## src/rtl/gx4000_cart_sdram_writer.sv

```systemverilog
// Buffers cartridge-loader byte writes in a small FIFO and drains them to SDRAM over req/ack.
// Optional macro GX4000_CART_CHECKSUM_EN adds a 16-bit running sum of accepted bytes.
module gx4000_cart_sdram_writer #(
    parameter int          FIFO_DEPTH = 8,
    parameter logic [24:0] ADDR_BASE  = 25'h0000000
) (
    input  logic                          clk_sys,
    input  logic                          reset,
    input  logic                          cart_wr,
    input  logic [24:0]                   cart_addr,
    input  logic [7:0]                    cart_data,
    input  logic                          download,
    output logic                          sdram_req,
    output logic [24:0]                   sdram_addr,
    output logic [7:0]                    sdram_din,
    output logic                          sdram_we,
    input  logic                          sdram_ack,
    output logic [$clog2(FIFO_DEPTH):0]   fifo_level,
    output logic                          overflow,
    output logic                          busy,
    output logic                          done
`ifdef GX4000_CART_CHECKSUM_EN
    ,
    output logic [15:0]                   checksum
`endif
);

    localparam int AW = $clog2(FIFO_DEPTH);
    localparam int LW = AW + 1;
    localparam logic [LW-1:0] DEPTH_L = LW'(FIFO_DEPTH);

    localparam logic [1:0] S_IDLE   = 2'd0;
    localparam logic [1:0] S_ACTIVE = 2'd1;
    localparam logic [1:0] S_DRAIN  = 2'd2;
    localparam logic [1:0] S_DONE   = 2'd3;

    logic [32:0]   mem_q [FIFO_DEPTH];
    logic [AW-1:0] wptr_q, wptr_d;
    logic [AW-1:0] rptr_q, rptr_d;
    logic [LW-1:0] level_q, level_d;
    logic [LW-1:0] remain;
    logic [1:0]    state_q, state_d;
    logic          dl_q;
    logic          ovf_q, ovf_d;
    logic          req_q, req_d;
    logic [24:0]   addr_q, addr_d;
    logic [7:0]    din_q, din_d;
    logic          pop, push, rise, fall;
    logic [32:0]   entry, head;

    always_comb begin
        pop    = req_q & sdram_ack;
        push   = cart_wr & ((level_q < DEPTH_L) | pop);
        entry  = {cart_addr + ADDR_BASE, cart_data};
        wptr_d = wptr_q + AW'(push);
        rptr_d = rptr_q + AW'(pop);
        level_d = level_q + LW'(push) - LW'(pop);
        remain  = level_q - LW'(pop);
        // An empty store after this cycle's pop means the head comes straight from the incoming write.
        head   = (remain == '0) ? entry : mem_q[rptr_d];
        req_d  = (level_d != '0);
        addr_d = req_d ? head[32:8] : addr_q;
        din_d  = req_d ? head[7:0]  : din_q;

        rise = download & ~dl_q;
        fall = ~download & dl_q;

        ovf_d = rise ? 1'b0 : ovf_q;
        if (cart_wr && !push)
            ovf_d = 1'b1;

        state_d = state_q;
        case (state_q)
            S_IDLE:   if (rise) state_d = S_ACTIVE;
            S_ACTIVE: if (fall) state_d = S_DRAIN;
            S_DRAIN: begin
                if (rise)
                    state_d = S_ACTIVE;
                else if (level_q == '0 && !req_q)
                    state_d = S_DONE;
            end
            default:  state_d = rise ? S_ACTIVE : S_IDLE;
        endcase
    end

    always_ff @(posedge clk_sys) begin
        if (push)
            mem_q[wptr_q] <= entry;
    end

    always_ff @(posedge clk_sys or posedge reset) begin
        if (reset) begin
            wptr_q  <= '0;
            rptr_q  <= '0;
            level_q <= '0;
            state_q <= S_IDLE;
            dl_q    <= 1'b0;
            ovf_q   <= 1'b0;
            req_q   <= 1'b0;
            addr_q  <= '0;
            din_q   <= '0;
        end else begin
            wptr_q  <= wptr_d;
            rptr_q  <= rptr_d;
            level_q <= level_d;
            state_q <= state_d;
            dl_q    <= download;
            ovf_q   <= ovf_d;
            req_q   <= req_d;
            addr_q  <= addr_d;
            din_q   <= din_d;
        end
    end

`ifdef GX4000_CART_CHECKSUM_EN
    logic [15:0] sum_q, sum_d;

    always_comb begin
        sum_d = rise ? 16'h0000 : sum_q;
        if (push)
            sum_d = sum_d + 16'(cart_data);
    end

    always_ff @(posedge clk_sys or posedge reset) begin
        if (reset)
            sum_q <= '0;
        else
            sum_q <= sum_d;
    end

    assign checksum = sum_q;
`endif

    assign sdram_req  = req_q;
    assign sdram_we   = req_q;
    assign sdram_addr = addr_q;
    assign sdram_din  = din_q;
    assign fifo_level = level_q;
    assign overflow   = ovf_q;
    assign busy       = (state_q == S_ACTIVE) || (state_q == S_DRAIN);
    assign done       = (state_q == S_DONE);

endmodule

```

## config.mk

```make
export PLATFORM = sky130hd
export DESIGN_NAME = gx4000_cart_sdram_writer
export DESIGN_NICKNAME = d
export VERILOG_FILES = /design/src/rtl/gx4000_cart_sdram_writer.sv
export SDC_FILE = /design/constraint.sdc
export NUM_CORES = 1
export LEC_CHECK = 0
export CORE_MARGIN = 2
export CORE_UTILIZATION = 64
export DETAILED_ROUTE_END_ITERATION = 7
export GPL_TIMING_DRIVEN = 0
export PLACE_DENSITY = 0.89
export SLEW_MARGIN = 5
export SYNTH_ARGS = -nofsm -noshare
export SYNTH_HDL_FRONTEND = slang
export SYNTH_SLANG_ARGS = --single-unit
export TNS_END_PERCENT = 1
```

## constraint.sdc

```tcl
create_clock -name clk_sys -period 5.88 [get_ports clk_sys]
set_input_delay 1.764 -clock clk_sys [delete_from_list [all_inputs] [get_ports clk_sys]]
set_output_delay 1.764 -clock clk_sys [all_outputs]
set_load 0.01 [all_outputs]
```

==> flow_metrics.py, run 1 <==
metrics = {
    "layout": {
        "fillers": 994,
        "area_growth_pct": 19.2,
        "layout-drive-gt1-share": 0.198,
        "antennaDiodeCount": 0,
        "fin_nets": 851,
        "final_cell_area_um2": 15300,
    },
    "critical_path": {
        "arrival_ns": 5.57,
        "path_class": "in2reg",
        "start_kind": "primary input",
        "r2r_start": "sdram_req",
        "cp.required_ns": 6.30,
        "worstPathMaxFanout": 10,
        "ff2ff_path_depth": 12,
        "crit_path_start": "sdram_ack",
        "worst_setup_path_end_kind": "flip-flop",
    },
    "sta": {
        "min_period_over_period": 0.876,
        "rsz0062_at_grt": "false",
        "tns_ns": 0,
        "clock_skew_ns": 0.0179,
        "slew_headroom": 0.472,
        "finalMaxSlewViolations": 0,
        "fmax_ghz": 0.194,
        "hold_violations": 0,
        "tightest_slew_ns": 0.791,
        "fin_ws_ns": 0.730,
        "fin_crit_ns": 5.15,
        "finalSetupViolCount": 0,
        "fin_hold_ws_ns": 0.504,
    },
    "yosys": {
        "yosys-top-cells-area": "edfxtp_1, mux2i_1, dfrtp_1, mux4_2, mux2_2",
        "synth_compound_area_frac": 0.00488,
        "ys_warn_count": 0,
        "netlist_area_um2": 12800,
        "synth_mux_area_frac": 0.219,
        "postSynthCellCount": 671,
        "synth.avg_cell_area_um2": 19.1,
        "synth_fa_ha_area_frac": 0.0162,
        "async_flop_share": 0.154,
        "synth_xor_area_frac": 0.00488,
        "synth_top_family_by_area": "multiplexers",
        "yosysSeqAreaShare": 0.713,
        "synth_seq_cells": 312,
        "synthFlopType": "edfxtp_1",
        "ys_types": 33,
        "synth_edf_count": 264,
        "yosys.area.top_type_share": 0.619,
        "synth-simple-area-share": 0.0105,
        "synth_top_area_cell": "edfxtp_1",
        "synth_nets": 725,
    },
    "route": {
        "wirelength_mm": 27.7,
        "avgRoutedWirePerCell_um": 25.6,
        "drt_iter0_markers": 542,
        "vias": 6630,
        "antenna_left": 0,
        "route.detailed.drc": 0,
        "firstDrtPassIters": 5,
        "viasPerCell": 6.12,
    },
    "cts": {
        "cts_hold_buffers": 0,
        "cts_setup_buffers": 0,
        "clock_latency_ns": 0.55,
        "clkTransAtPathRegs_ns": 0.06,
        "cts_root_buf": "clkbuf_16",
        "clock_path_buffers": 3,
        "cts-resized-gates": 0,
        "cts_sinks": 312,
        "cts_tree": "done",
        "cts-buffers-inserted": 30,
        "htreeDepth": 1,
    },
    "global_routing": {
        "grt_pass1_wl_mm": 42.1,
        "grt_pass1_vias": 7309,
        "antenna_found_initial": 0,
        "grt_max_degree": 34,
        "grt_usage": 0.265,
        "grt_overflow_total": 0,
    },
    "floorplanning": {
        "dieWidth_um": 145,
        "die_h_um": 145,
        "initial_utilization": 0.656,
        "rows": 51,
        "io_pins": 80,
        "dieArea_um2": 21200,
        "coreArea_um2": 19500,
    },
    "min_path": {
        "min_from": "sdram_addr[12]",
        "min_path_cells": 1,
        "hold_class": "reg2reg",
    },
    "placement": {
        "hpwlAfterDp_mm": 17.0,
        "place.gp.congestion": 0.772,
        "post_dp_cell_area_um2": 14200,
        "portBuffers": 79,
        "dpl_worst_slack_ns": 0.254,
    },
    "power_and_ir_drop": {
        "irDropWorstVdd_mv": 0.321,
        "cellPowerDensity_nw_per_um2": 574,
        "p_leak_nw": 5.88,
    },
    "run_status": {
        "status": "completed",
    },
    "run": {
        "cap_violations": 0,
    },
}
[report_power, final]
group	switching (mW)	internal (mW)
registers	0.173	2.84
clock network	0.784	1.24
logic	1.83	1.89
[synth_stat cells, types with 2 or more instances]
master    count
nor4b_1       2
buf_4         4
mux4_2       32
nand2b_1      5
dfrtp_1      48
buf_2         6
mux2_2       36
buf_6        15
nand2_1       3
xnor2_1       3
edfxtp_1    264
nor2_1        9
nor3_1        3
inv_1        44
clkbuf_1      3
mux2i_1     161
mux4_1        2
a21oi_1       2
ha_1         15
[cells by family (layout without fill, tap and decap cells)]
kind of cell,Yosys count,count (layout)
adders and majority gates,16,16
DFF,312,312
buffers and inverters,73,220
AOI/OAI and AO/OA,8,8
muxes,232,232
xor gates and xnor gates,5,5
and+or+nand+nor,25,25
[worst max-delay path, stage by stage]
cell             delay (ns)
clkdlybuf4s50_1        0.45
nand2_1                0.08
a21boi_0               0.56
inv_1                  0.11
ha_1                   0.31
inv_1                  0.05
ha_1                   0.20
fa_1                   0.41
xnor2_1                0.18
nor4b_1                0.30
mux2_2                 0.36
buf_2                  0.40
mux2_2                 0.39
[placed cells by master (no fill, tap or decap), drive strengths merged, types with 2 or more instances in the layout]
| master | netlist | final |
|---|---|---|
| edfxtp | 264 | 264 |
| mux2i | 161 | 161 |
| clkdlybuf4s50 | 0 | 79 |
| dfrtp | 48 | 48 |
| inv | 44 | 44 |
| clkbuf | 4 | 42 |
| buf | 25 | 40 |
| mux2 | 37 | 37 |
| mux4 | 34 | 34 |
| ha | 15 | 15 |
| nor2 | 9 | 9 |
| clkinv | 0 | 8 |
| bufinv | 0 | 7 |
| nand2b | 5 | 5 |
| xnor2 | 3 | 3 |
| nand2 | 3 | 3 |
| nor3 | 3 | 3 |
| nor4b | 2 | 2 |
| a21oi | 2 | 2 |
| xor2 | 2 | 2 |
[through the flow]
stage / util / instances / total power, mW
after detailed placement: 0.728 / 1030 / 6.70
final: 0.782 / 1083 / 8.76
after floorplan: - / 671 / 5.53
after CTS: 0.782 / 1083 / 8.79
after global routing: 0.782 / 1083 / 9.09
after global placement: 0.713 / 1015 / 6.42
[layout make-up]
class	count	area, um^2	area share
clock inverters	15	258	0.0169
clock buffers	38	781	0.0512
well taps	265	332	0.0217
multi-input cells	286	3320	0.218
plain buffers	29	245	0.0161
flip-flops and latches	312	9130	0.598
repair buffers	94	1030	0.0674
inverters	44	165	0.0108
[registers in the layout (all words and copies together) (netlist names)]
register	flops
state_q	2
overflow	1
sdram_din	8
sdram_addr	25
sdram_req	1
wptr_q	3
fifo_level	4
rptr_q	3
dl_q	1
mem_q	264
[final timing paths]
path,end,slack (ns)
min reg2reg,sdram_addr[12],0.50
min,sdram_addr[12],0.50
max,sdram_addr[16],0.73
min in group asynchronous,sdram_din[6],1.55
max in group asynchronous,sdram_addr[12],3.76
max reg2reg,sdram_addr[16],1.99
[routing by layer]
layer | GRT usage | share of wire | routed length, um
met1 | 0.340 | 0.37 | 10300
met2 | 0.465 | 0.52 | 14500
met3 | 0.0404 | 0.074 | 2060
met4 | 0.0961 | 0.031 | 857
met5 | 0 | 0 | 0
(Power assumes the default switching activity.)
==> run 2, diff against run 1 <==
--- a/config.mk
+++ b/config.mk
@@ -5,6 +5,7 @@
 export SDC_FILE = /design/constraint.sdc
 export NUM_CORES = 1
 export LEC_CHECK = 0
+export ABC_CLOCK_PERIOD_IN_PS = 5880
 export CORE_MARGIN = 2
 export CORE_UTILIZATION = 64
 export DETAILED_ROUTE_END_ITERATION = 7
==> constraint.sdc (replaced) <==
create_clock -name clk_sys -period 5.88 [get_ports clk_sys]
set_input_delay 0.882 -clock clk_sys [delete_from_list [all_inputs] [get_ports clk_sys]]
set_output_delay 0.882 -clock clk_sys [all_outputs]
set_load 0.01 [all_outputs]
==> results of run 2 <==
The final DEF is identical to that of run 1. Status: completed.
Main changes from that run: setup slack after placement 0.254 ns -> 1.14 ns; setup slack after layout 0.730 ns -> 1.61 ns
